[config.mk]
export PLATFORM = sky130hd
export DESIGN_NAME = decode_stage
export DESIGN_NICKNAME = d
export VERILOG_FILES = /design/src/rtl/riscv_defs.sv /design/src/rtl/imm_gen.sv /design/src/rtl/decode_stage.sv
export SDC_FILE = /design/constraint.sdc
export NUM_CORES = 1
export LEC_CHECK = 0
export ABC_AREA = 1
export CORE_MARGIN = 10
export CORE_UTILIZATION = 65
export DETAILED_ROUTE_END_ITERATION = 6
export DONT_BUFFER_PORTS = 1
export PLACE_DENSITY = 0.79
export SETUP_SLACK_MARGIN = 0.3
export SYNTH_ARGS = -nofsm -noshare
export SYNTH_HDL_FRONTEND = slang
export SYNTH_SLANG_ARGS = --single-unit
[constraint.sdc]
create_clock -name clk -period 3.6 [get_ports clk]
set_input_delay 0.36 -clock clk [delete_from_list [all_inputs] [get_ports clk]]
set_output_delay 0.36 -clock clk [all_outputs]
set_load 0.05 [all_outputs]
[src/rtl/riscv_defs.sv]
// Shared RV32 decode constants: opcodes, ALU codes, out_flags bit positions.
// Also holds the small funct3-to-ALU-code helpers used by the decoder.
package riscv_defs;

    localparam logic [6:0] OP_LUI    = 7'b0110111;
    localparam logic [6:0] OP_AUIPC  = 7'b0010111;
    localparam logic [6:0] OP_JAL    = 7'b1101111;
    localparam logic [6:0] OP_JALR   = 7'b1100111;
    localparam logic [6:0] OP_BRANCH = 7'b1100011;
    localparam logic [6:0] OP_LOAD   = 7'b0000011;
    localparam logic [6:0] OP_STORE  = 7'b0100011;
    localparam logic [6:0] OP_IMM    = 7'b0010011;
    localparam logic [6:0] OP_REG    = 7'b0110011;

    localparam logic [4:0] A_ADD   = 5'h00;
    localparam logic [4:0] A_SUB   = 5'h01;
    localparam logic [4:0] A_XOR   = 5'h02;
    localparam logic [4:0] A_OR    = 5'h03;
    localparam logic [4:0] A_AND   = 5'h04;
    localparam logic [4:0] A_SLL   = 5'h05;
    localparam logic [4:0] A_SRL   = 5'h06;
    localparam logic [4:0] A_BEQ   = 5'h07;
    localparam logic [4:0] A_BNE   = 5'h08;
    localparam logic [4:0] A_SLT   = 5'h09;
    localparam logic [4:0] A_SRA   = 5'h0A;
    localparam logic [4:0] A_AUIPC = 5'h0B;
    localparam logic [4:0] A_BLT   = 5'h0C;
    localparam logic [4:0] A_BGE   = 5'h0D;
    localparam logic [4:0] A_JAL   = 5'h0E;
    localparam logic [4:0] A_SLTU  = 5'h0F;
    localparam logic [4:0] A_BLTU  = 5'h10;
    localparam logic [4:0] A_BGEU  = 5'h11;
    localparam logic [4:0] A_PASSB = 5'h12;
    localparam logic [4:0] A_MUL   = 5'h13;

    localparam int NFLAGS    = 11;
    localparam int F_ILLEGAL = 10;
    localparam int F_MEM_REN = 9;
    localparam int F_MEM_WEN = 8;
    localparam int F_WB_SEL  = 7;
    localparam int F_REG_WB  = 6;
    localparam int F_ALU_SRC = 5;
    localparam int F_AUIPC   = 4;
    localparam int F_BRANCH  = 3;
    localparam int F_JUMP    = 2;
    localparam int F_PC_SRC  = 1;
    localparam int F_M_OP    = 0;

    typedef enum logic {EMPTY, FULL} state_t;

    function automatic logic [4:0] alu_of_f3(input logic [2:0] f3);
        case (f3)
            3'b000:  return A_ADD;
            3'b001:  return A_SLL;
            3'b010:  return A_SLT;
            3'b011:  return A_SLTU;
            3'b100:  return A_XOR;
            3'b101:  return A_SRL;
            3'b110:  return A_OR;
            default: return A_AND;
        endcase
    endfunction

    // 010/011 have no branch meaning; caller flags them illegal
    function automatic logic [4:0] br_of_f3(input logic [2:0] f3);
        case (f3)
            3'b000:  return A_BEQ;
            3'b001:  return A_BNE;
            3'b100:  return A_BLT;
            3'b101:  return A_BGE;
            3'b110:  return A_BLTU;
            3'b111:  return A_BGEU;
            default: return A_ADD;
        endcase
    endfunction

endpackage

[src/rtl/imm_gen.sv]
// Immediate extraction for I/S/B/U/J formats, sign-extended to XLEN.
// Opcodes without an immediate (R-type, unknown) yield zero.
module imm_gen
    import riscv_defs::*;
#(
    parameter int XLEN = 32
) (
    input  logic [31:0]     instr,
    output logic [XLEN-1:0] imm
);

    logic [31:0] v;

    always_comb begin
        v = '0;
        unique case (1'b1)
            (instr[6:0] == OP_LOAD),
            (instr[6:0] == OP_IMM),
            (instr[6:0] == OP_JALR):
                v = {{20{instr[31]}}, instr[31:20]};
            (instr[6:0] == OP_STORE):
                v = {{20{instr[31]}}, instr[31:25], instr[11:7]};
            (instr[6:0] == OP_BRANCH):
                v = {{19{instr[31]}}, instr[31], instr[7],
                     instr[30:25], instr[11:8], 1'b0};
            (instr[6:0] == OP_LUI),
            (instr[6:0] == OP_AUIPC):
                v = {instr[31:12], 12'b0};
            (instr[6:0] == OP_JAL):
                v = {{11{instr[31]}}, instr[31], instr[19:12],
                     instr[20], instr[30:21], 1'b0};
            default: v = '0;
        endcase
    end

    assign imm = XLEN'($signed(v));

endmodule

[src/rtl/decode_stage.sv]
// RV32 decode stage: one output register, valid/ready handshake, load-use stall.
// Define RV_M_EXT_EN to decode the M extension (funct7 = 0x01 on OP).
module decode_stage
    import riscv_defs::*;
#(
    parameter int XLEN  = 32,
    parameter int ALU_W = 5
) (
    input  logic             clk,
    input  logic             reset,
    input  logic             in_valid,
    output logic             in_ready,
    input  logic [31:0]      in_instr,
    input  logic [XLEN-1:0]  in_pc,
    input  logic             flush,
    output logic             out_valid,
    input  logic             out_ready,
    output logic [XLEN-1:0]  out_pc,
    output logic [4:0]       out_rd,
    output logic [4:0]       out_rs1,
    output logic [4:0]       out_rs2,
    output logic [XLEN-1:0]  out_imm,
    output logic [ALU_W-1:0] out_alu_ctrl,
    output logic [10:0]      out_flags,
    output logic [2:0]       out_func3
);

    typedef struct packed {
        logic [XLEN-1:0]   pc;
        logic [4:0]        rd;
        logic [4:0]        rs1;
        logic [4:0]        rs2;
        logic [XLEN-1:0]   imm;
        logic [4:0]        alu;
        logic [NFLAGS-1:0] flags;
        logic [2:0]        func3;
    } bundle_t;

    state_t  state, state_n;
    bundle_t q, q_n, dec, empty_b;
    logic [XLEN-1:0] imm;
    logic [6:0] op, f7;
    logic [2:0] f3;
    logic ill, uses_rs1, uses_rs2, hazard, accept;

    imm_gen #(.XLEN(XLEN)) u_imm (
        .instr (in_instr),
        .imm   (imm)
    );

    assign op = in_instr[6:0];
    assign f3 = in_instr[14:12];
    assign f7 = in_instr[31:25];

    always_comb begin
        empty_b = '0;
        empty_b.flags[F_PC_SRC] = 1'b1;
    end

    always_comb begin
        dec = empty_b;
        dec.pc = in_pc;
        dec.rd = in_instr[11:7];
        dec.rs1 = in_instr[19:15];
        dec.rs2 = in_instr[24:20];
        dec.imm = imm;
        dec.func3 = f3;
        ill = 1'b0;
        uses_rs1 = 1'b1;
        uses_rs2 = 1'b0;
        unique case (1'b1)
            (op == OP_LUI): begin
                dec.alu = A_PASSB;
                dec.flags[F_REG_WB] = 1'b1;
                dec.flags[F_ALU_SRC] = 1'b1;
                uses_rs1 = 1'b0;
            end
            (op == OP_AUIPC): begin
                dec.alu = A_AUIPC;
                dec.flags[F_REG_WB] = 1'b1;
                dec.flags[F_ALU_SRC] = 1'b1;
                dec.flags[F_AUIPC] = 1'b1;
                uses_rs1 = 1'b0;
            end
            (op == OP_JAL): begin
                dec.alu = A_JAL;
                dec.flags[F_REG_WB] = 1'b1;
                dec.flags[F_JUMP] = 1'b1;
                dec.flags[F_PC_SRC] = 1'b0;
                uses_rs1 = 1'b0;
            end
            (op == OP_JALR): begin
                dec.alu = A_ADD;
                dec.flags[F_REG_WB] = 1'b1;
                dec.flags[F_ALU_SRC] = 1'b1;
                dec.flags[F_JUMP] = 1'b1;
                dec.flags[F_PC_SRC] = 1'b0;
                ill = (f3 != 3'b000);
            end
            (op == OP_BRANCH): begin
                dec.alu = br_of_f3(f3);
                dec.flags[F_BRANCH] = 1'b1;
                uses_rs2 = 1'b1;
                ill = (f3 == 3'b010) || (f3 == 3'b011);
            end
            (op == OP_LOAD): begin
                dec.alu = A_ADD;
                dec.flags[F_MEM_REN] = 1'b1;
                dec.flags[F_WB_SEL] = 1'b1;
                dec.flags[F_REG_WB] = 1'b1;
                dec.flags[F_ALU_SRC] = 1'b1;
                ill = (f3 == 3'b011) || (f3[2:1] == 2'b11);
            end
            (op == OP_STORE): begin
                dec.alu = A_ADD;
                dec.flags[F_MEM_WEN] = 1'b1;
                dec.flags[F_ALU_SRC] = 1'b1;
                uses_rs2 = 1'b1;
                ill = (f3[2] == 1'b1) || (f3 == 3'b011);
            end
            (op == OP_IMM): begin
                dec.alu = alu_of_f3(f3);
                dec.flags[F_REG_WB] = 1'b1;
                dec.flags[F_ALU_SRC] = 1'b1;
                if (f3 == 3'b001)
                    ill = (f7 != 7'h00);
                else if (f3 == 3'b101) begin
                    ill = (f7 != 7'h00) && (f7 != 7'h20);
                    if (in_instr[30]) dec.alu = A_SRA;
                end
            end
            (op == OP_REG): begin
                dec.flags[F_REG_WB] = 1'b1;
                uses_rs2 = 1'b1;
                if (f7 == 7'h00)
                    dec.alu = alu_of_f3(f3);
                else if (f7 == 7'h20) begin
                    dec.alu = (f3 == 3'b101) ? A_SRA : A_SUB;
                    ill = (f3 != 3'b000) && (f3 != 3'b101);
                end
`ifdef RV_M_EXT_EN
                else if (f7 == 7'h01) begin
                    dec.alu = A_MUL + {2'b00, f3};
                    dec.flags[F_M_OP] = 1'b1;
                end
`endif
                else
                    ill = 1'b1;
            end
            default: ill = 1'b1;
        endcase
        dec.imm = (op == OP_REG) ? '0 : imm;
        if (dec.rd == 5'd0)
            dec.flags[F_REG_WB] = 1'b0;
        // illegal bundles still flow but must not change architectural state
        if (ill) begin
            dec.flags[F_ILLEGAL] = 1'b1;
            dec.flags[F_REG_WB] = 1'b0;
            dec.flags[F_MEM_WEN] = 1'b0;
            dec.flags[F_MEM_REN] = 1'b0;
            dec.flags[F_BRANCH] = 1'b0;
            dec.flags[F_JUMP] = 1'b0;
            dec.flags[F_M_OP] = 1'b0;
        end
    end

    assign hazard = (state == FULL) && q.flags[F_MEM_REN] && (q.rd != 5'd0)
                  && ((uses_rs1 && (dec.rs1 == q.rd))
                   || (uses_rs2 && (dec.rs2 == q.rd)));

    assign in_ready = ((state == EMPTY) || out_ready)
                    && !hazard && !flush && !reset;
    assign accept = in_valid && in_ready;

    always_comb begin
        state_n = state;
        q_n = q;
        if (flush) begin
            state_n = EMPTY;
            q_n = empty_b;
        end else if (accept) begin
            state_n = FULL;
            q_n = dec;
        end else if ((state == FULL) && out_ready) begin
            state_n = EMPTY;
            q_n = empty_b;
        end
    end

    always_ff @(posedge clk) begin
        if (reset) begin
            state <= EMPTY;
            q <= empty_b;
        end else begin
            state <= state_n;
            q <= q_n;
        end
    end

    assign out_valid = (state == FULL);
    assign out_pc = q.pc;
    assign out_rd = q.rd;
    assign out_rs1 = q.rs1;
    assign out_rs2 = q.rs2;
    assign out_imm = q.imm;
    assign out_alu_ctrl = ALU_W'(q.alu);
    assign out_flags = q.flags;
    assign out_func3 = q.func3;

endmodule

==> results.py, run 1 <==
metrics = {
    "cts": {
        "clk_latency_ns": 0.37,
        "clk_pin_slew_ns": 0.10,
        "htree_levels": 3,
        "clockBufferDepth": 2,
        "post_cts_buffers": 0,
        "ctsRootBufferMaster": "clkbuf_8",
        "numCtsBuffers": 9,
        "tritoncts": "built",
        "cts_hold_buf": 0,
        "numClockSinks": 98,
        "ctsResizeCount": 0,
    },
    "placement": {
        "port_buffers": 0,
        "dpl.hpwl_um": 10300,
        "place_area_um2": 4690,
        "routabilityCongestion": 0.916,
    },
    "detailed_routing": {
        "drtAntennaViolNets": 0,
        "routed_wl_um": 14200,
        "dr_total_vias": 4685,
        "avgViaCountPerCell": 6.03,
        "drc": 0,
        "firstDrtPassIters": 7,
        "drt_iter0_markers": 345,
        "wire_per_inst_um": 18.2,
    },
    "setup_path": {
        "critPathArrivalTime_ns": 3.01,
        "critPathMaxStageDelay_ns": 0.78,
        "cp-end-kind": "flop",
        "cpMaxStageDelayCell": "dfxtp_1",
        "crit_required_ns": 3.90,
        "cp_max_fo": 97,
        "crit_chain": "xnor2_1 > nand3_1 > nor2_1 > nand2_1 > nand2_1 > nand2_2 > nand3_4 > buf_4 > nand3_1 > a21oi_1",
        "start_kind": "flop",
        "r2r_slack_ns": 0.88,
        "crit_type": "reg -> reg",
    },
    "sta": {
        "rsz0062_at_grt": "false",
        "slew_viol_final": 0,
        "fmax_ghz": 0.368,
        "fin_hold_ws_ns": 0.124,
        "min_period_over_period_pct": 75.5,
        "fin_setup_tns_ns": 0,
        "hold_viol": 0,
        "setup_viol": 0,
        "slew_headroom_pct": 33.7,
        "worstMarginPinSlew_ns": 0.995,
        "min_period_ns": 2.72,
        "fin_skew_ns": 0.00946,
    },
    "logic_synthesis": {
        "synthCells": 706,
        "synthTopCellsByArea": "dfxtp_1 (41%), nand2_1 (14%), nand3_1 (12%)",
        "synth.cell_area_um2": 4740,
        "syn_avg_cell_area_um2": 6.71,
        "ys_warn_count": 0,
        "synth_top_cell_by_area": "dfxtp_1",
        "yosysSeqAreaShare_pct": 41.4,
        "ys_types": 31,
        "synth_top_area_share_pct": 41.4,
        "synth_nets": 775,
        "synth_seq_cells": 98,
    },
    "final_layout": {
        "synthToLayoutAreaGrowth_pct": 2.82,
        "drive_above_1_share_pct": 4.87,
        "fin_nets": 742,
        "insertedDiodeCount": 0,
        "fin_area_um2": 4870,
        "fillCellCount": 650,
    },
    "die": {
        "fp.dieH_um": 105,
        "dieArea_um2": 11100,
        "fp-row-count": 31,
        "ios": 169,
        "die_x_um": 105,
        "start_util_pct": 66.1,
        "core_area_um2": 7180,
    },
    "pwr": {
        "p_leak_nw": 1.83,
        "ir_drop_mv": 0.230,
        "p_total_mw": 1.93,
        "power_density_nw_per_um2": 396,
    },
    "grt": {
        "overflow": 0,
        "grtUsageMet1_pct": 29.7,
        "grt_pass1_vias": 4383,
        "grt_pass1_wl_um": 22700,
        "track_usage_pct": 24.4,
        "grtUsageMet3_pct": 10.1,
        "grt_start_max_net_pins": 98,
        "grt-busiest-layer": "met2",
        "grt_use_met2_pct": 37.7,
        "antenna_found_initial": 0,
    },
    "min_path": {
        "hold_class": "in -> reg",
    },
    "flow_run": {
        "cap_violations": 0,
    },
    "outcome": {
        "status": "finished, final reports clean",
    },
}
==> cells in the mapped netlist <==
master,number
o31ai_1,1
nor2_4,2
buf_2,12
a31oi_1,6
inv_1,41
clkbuf_1,31
o21ai_1,1
xnor2_1,3
nor2_2,1
a21o_1,6
nand3_1,115
inv_2,5
nor2_1,54
buf_6,3
o21a_1,1
nand4_1,6
buf_4,2
o22ai_1,1
conb_1,1
nand2_1,171
nand2_2,2
nand3_4,1
clkinv_1,1
xor2_1,1
a21oi_1,101
o211ai_1,1
nand3b_1,2
dfxtp_1,98
o21ai_0,31
nor3_1,4
o2111ai_1,1
==> kinds of logic after synthesis <==
kind of cell / Yosys count / share of synthesized area [%]
and+or+nand+nor: 358 / 32.7
AOI/OAI and AO/OA: 150 / 16.6
DFF: 98 / 41.4
buffers and inverters: 95 / 8.47
xor gates and xnor gates: 4 / 0.739
other: 1 / 0.0791
==> report_power, final <==
part / internal [mW] / switching, mW / leakage (nW)
Sequential: 1.09 / 0.0373 / 0.790
Combinational: 0.0329 / 0.0987 / 0.956
Clock: 0.263 / 0.405 / 0.0819
==> routing by layer <==
metal / wire (um) / part of all wire [%]
met1: 5600 / 40
met2: 6520 / 46
met3: 1770 / 12
met4: 278 / 2.0
met5: 0 / 0
==> worst paths after layout <==
kind                                        startpoint                 endpoint  cells after the start
worst max register to register  out_rd[0]$_SDFFE_PP0P_  out_imm[7]$_SDFFE_PP0P_                     10
worst min-delay path                         in_pc[29]  out_pc[29]$_SDFFE_PP0P_                      2
worst min register to register  out_pc[5]$_SDFFE_PP0P_   out_pc[5]$_SDFFE_PP0P_                      2
worst max-delay path            out_rd[0]$_SDFFE_PP0P_  out_imm[7]$_SDFFE_PP0P_                     10
==> per-stage QoR <==
stage / util (%) / setup slack [ns] / cells
2_1_floorplan: - / 1.69 / 706
3_3_place_gp: 65.3 / 1.03 / 761
3_5_place_dp: 65.3 / 0.832 / 761
4_1_cts: 67.9 / 0.922 / 777
5_1_grt: 67.9 / 0.642 / 777
6_report: 67.9 / 0.883 / 777
==> state kept, by name, indices dropped and copies added (netlist names) <==
signal        count
out_alu_ctrl      5
out_rs1           5
out_imm          32
out_pc           32
out_func3         3
out_flags        10
out_valid         1
out_rs2           5
out_rd            5
==> placed cells by master (no fill, tap or decap), drive strengths merged, types with 2 or more instances in the layout <==
cell / synthesis / routed
dfxtp: 98 / 98
a21o: 6 / 6
inv: 46 / 50
nor3: 4 / 4
clkbuf: 31 / 9
a31oi: 6 / 6
nand4: 6 / 6
o21ai: 32 / 32
nor2: 57 / 57
nand3: 116 / 116
buf: 17 / 4
xnor2: 3 / 3
nand3b: 2 / 2
clkinvlp: 0 / 4
nand2: 173 / 173
a21oi: 101 / 101
==> area by class of cell <==
cell class / instances / area, um2 / area share [%]
multi-input cells: 513 / 2380 / 48.9
flip-flops and latches: 98 / 1960 / 40.3
inverters: 47 / 176 / 3.62
clock buffers: 9 / 124 / 2.54
well taps: 99 / 124 / 2.54
clock inverters: 7 / 61.3 / 1.26
repair buffers: 4 / 42.5 / 0.873
==> worst max-delay path: cells and delay by family (launching register included) <==
family / cells / cell delay [ns]
AOI/OAI and AO/OA: 1 / 0.17
buffers and inverters: 1 / 0.71
DFF: 1 / 0.78
xor gates and xnor gates: 1 / 0.20
and+or+nand+nor: 7 / 0.74
No activity file was read; power rests on OpenSTA's default activity.
==> run 2, diff against run 1 <==
Settings changed: CORE_UTILIZATION 65 to 57, PLACE_DENSITY 0.79 to 0.73.
Clock period 3.6 ns to 2.4 ns, I/O delays scaled along.
==> run 2 against run 1 <==
- via count up 2.0%
- core utilization shrank 5.9 points
- first-iteration DRC count increased by 30%
- hold slack worse by 0.12 ns
- count of clock-buffer cells in the layout did not move
- critical path type is now reg -> out
==> results.py, run 2 (synthesis gave the netlist of run 1 again) <==
metrics = {
    "detailed_routing": {
        "drc": 0,
        "firstDrtPassIters": 5,
        "routed_wl_um": 14400,
        "wire_per_inst_um": 18.1,
        "dr_total_vias": 4778,
        "avgViaCountPerCell": 5.99,
        "drt_iter0_markers": 448,
        "drtAntennaViolNets": 0,
    },
    "setup_path": {
        "critPathMaxStageDelay_ns": 0.46,
        "start_kind": "flop",
        "crit_type": "reg -> out",
        "regToRegStartpoint": "out_rd[3]$_SDFFE_PP0P_",
        "cp_num_buf_inv": 2,
        "crit_chain": "inv_1 > nand2_1 > nand2_1 > nand3_1 > nor2_1 > nand2_1 > nand2_1 > nand2_2 > nand2_1 > inv_1",
        "cpMaxStageDelayCell": "dfxtp_1",
        "r2r_end": "out_imm[9]$_SDFFE_PP0P_",
        "cp_top_family": "simple AND/OR/NAND/NOR gates",
        "cp-end-kind": "output pin",
        "worst-r2r-cell-count": 13,
        "crit_required_ns": 2.16,
        "cp_max_fo": 6,
        "critPathArrivalTime_ns": 1.72,
        "crit_top_cell": "nand2_1",
        "r2r_slack_ns": 0.53,
    },
    "outcome": {
        "status": "finished, final reports clean",
    },
    "final_layout": {
        "drive_above_1_share_pct": 6.49,
        "fillCellCount": 765,
        "utilization_pct": 62.0,
        "insertedDiodeCount": 0,
        "final_common_cell": "nand2_1",
        "fin_nets": 757,
        "synthToLayoutAreaGrowth_pct": 6.36,
        "mostFrequentLayoutCells": "nand2_1 (170), nand3_1 (115), a21oi_1 (101)",
        "fin_cells": 798,
    },
    "flow_run": {
        "cap_violations": 0,
    },
    "cts": {
        "cts_hold_buf": 2,
        "clk_latency_ns": 0.37,
        "numClockSinks": 98,
        "tritoncts": "built",
        "clockBufferDepth": 2,
        "ctsRootBufferMaster": "clkbuf_8",
        "ctsResizeCount": 0,
        "post_cts_buffers": 0,
        "htree_levels": 3,
        "numCtsBuffers": 9,
        "clk_pin_slew_ns": 0.10,
    },
    "min_path": {
        "hold_class": "in -> reg",
        "hold_end": "out_pc[21]$_SDFFE_PP0P_",
        "hold_depth": 2,
        "hold_path_startpoint": "in_pc[21]",
    },
    "sta": {
        "fmax_ghz": 0.509,
        "slew_headroom_pct": 35.1,
        "min_period_over_period_pct": 81.9,
        "rsz0062_at_grt": "false",
        "fin_hold_ws_ns": 0.00385,
        "worstMarginPinSlew_ns": 0.974,
        "fin_setup_tns_ns": 0,
        "fin_ws_ns": 0.435,
        "setup_viol": 0,
        "fin_skew_ns": 0.0135,
        "min_period_ns": 1.96,
        "slew_viol_final": 0,
        "hold_viol": 0,
    },
    "die": {
        "die_x_um": 111,
        "dieArea_um2": 12400,
        "fp.dieH_um": 111,
        "ios": 169,
        "start_util_pct": 58.3,
        "core_area_um2": 8130,
        "fp-row-count": 33,
    },
    "grt": {
        "grt_pass1_vias": 4543,
        "grt_start_max_net_pins": 99,
        "grt_pass1_wl_um": 23100,
        "overflow": 0,
        "track_usage_pct": 22.0,
        "antenna_found_initial": 0,
    },
    "pwr": {
        "ir_drop_mv": 0.321,
        "power_density_nw_per_um2": 594,
        "p_leak_nw": 1.93,
    },
    "placement": {
        "dpl.hpwl_um": 10300,
        "port_buffers": 0,
        "place_inst": 779,
        "dp_slack_ns": 0.337,
        "routabilityCongestion": 0.957,
    },
}
==> run 2: per-stage QoR <==
stage	area [um2]	power, mW
2_1_floorplan	4740	1.90
3_3_place_gp	4810	1.93
3_5_place_dp	4810	1.93
4_1_cts	5030	3.01
5_1_grt	5040	3.10
6_report	5040	2.99
==> run 2: worst register-to-register path, stage by stage, from the launching register on <==
cell	delay, ns
dfxtp_1	0.46
inv_1	0.07
nand2_1	0.06
nand2_1	0.04
nand3_1	0.09
nor2_1	0.05
nand2_1	0.05
nand2_1	0.06
nand2_2	0.09
nand3_4	0.08
inv_2	0.08
buf_12	0.34
nand2_1	0.18
a21oi_1	0.15
==> run 2: per-layer routing <==
| metal | vias up | GRT usage (%) | part of all wire, % |
|---|---|---|---|
| met4 | 0 | 6.86 | 1.4 |
| met3 | 17 | 9.79 | 12 |
| met1 | 2250 | 25.3 | 40 |
| met5 | - | 0 | 0 |
| met2 | 210 | 35.8 | 47 |
| li1 | 2301 | - | - |
==> run 2: area by class of cell <==
class	count	area, um2	share of cell area (%)
Multi-Input combinational cell	513	2380	47.3
Sequential cell	98	1960	38.9
Timing Repair Buffer	19	188	3.72
Inverter	47	176	3.50
Tap cell	105	131	2.61
Clock buffer	9	124	2.46
Clock inverter	7	76.3	1.51
==> run 2: worst max path at each step <==
stage | from | end | slack (ns) | cells after the start
final | out_rd[3]$_SDFFE_PP0P_ | in_ready | 0.44 | 10
after global routing | out_rd[3]$_SDFFE_PP0P_ | in_ready | 0.33 | 10
after CTS | out_rd[3]$_SDFFE_PP0P_ | in_ready | 0.42 | 10
after detailed placement | in_instr[1] | out_imm[11]$_SDFFE_PP0P_ | 0.34 | 10
after global placement | in_instr[1] | out_imm[31]$_SDFFE_PP0P_ | 0.40 | 10
after floorplan | out_rd[1]$_SDFFE_PP0P_ | out_func3[0]$_SDFFE_PP0P_ | 0.52 | 12
==> run 2: power by group <==
| part | switching [mW] | leakage, nW | internal (mW) |
|---|---|---|---|
| Combinational | 0.155 | 1.04 | 0.0578 |
| Clock | 0.600 | 0.102 | 0.493 |
| Sequential | 0.0505 | 0.790 | 1.64 |
| Total | 0.805 | 1.93 | 2.19 |
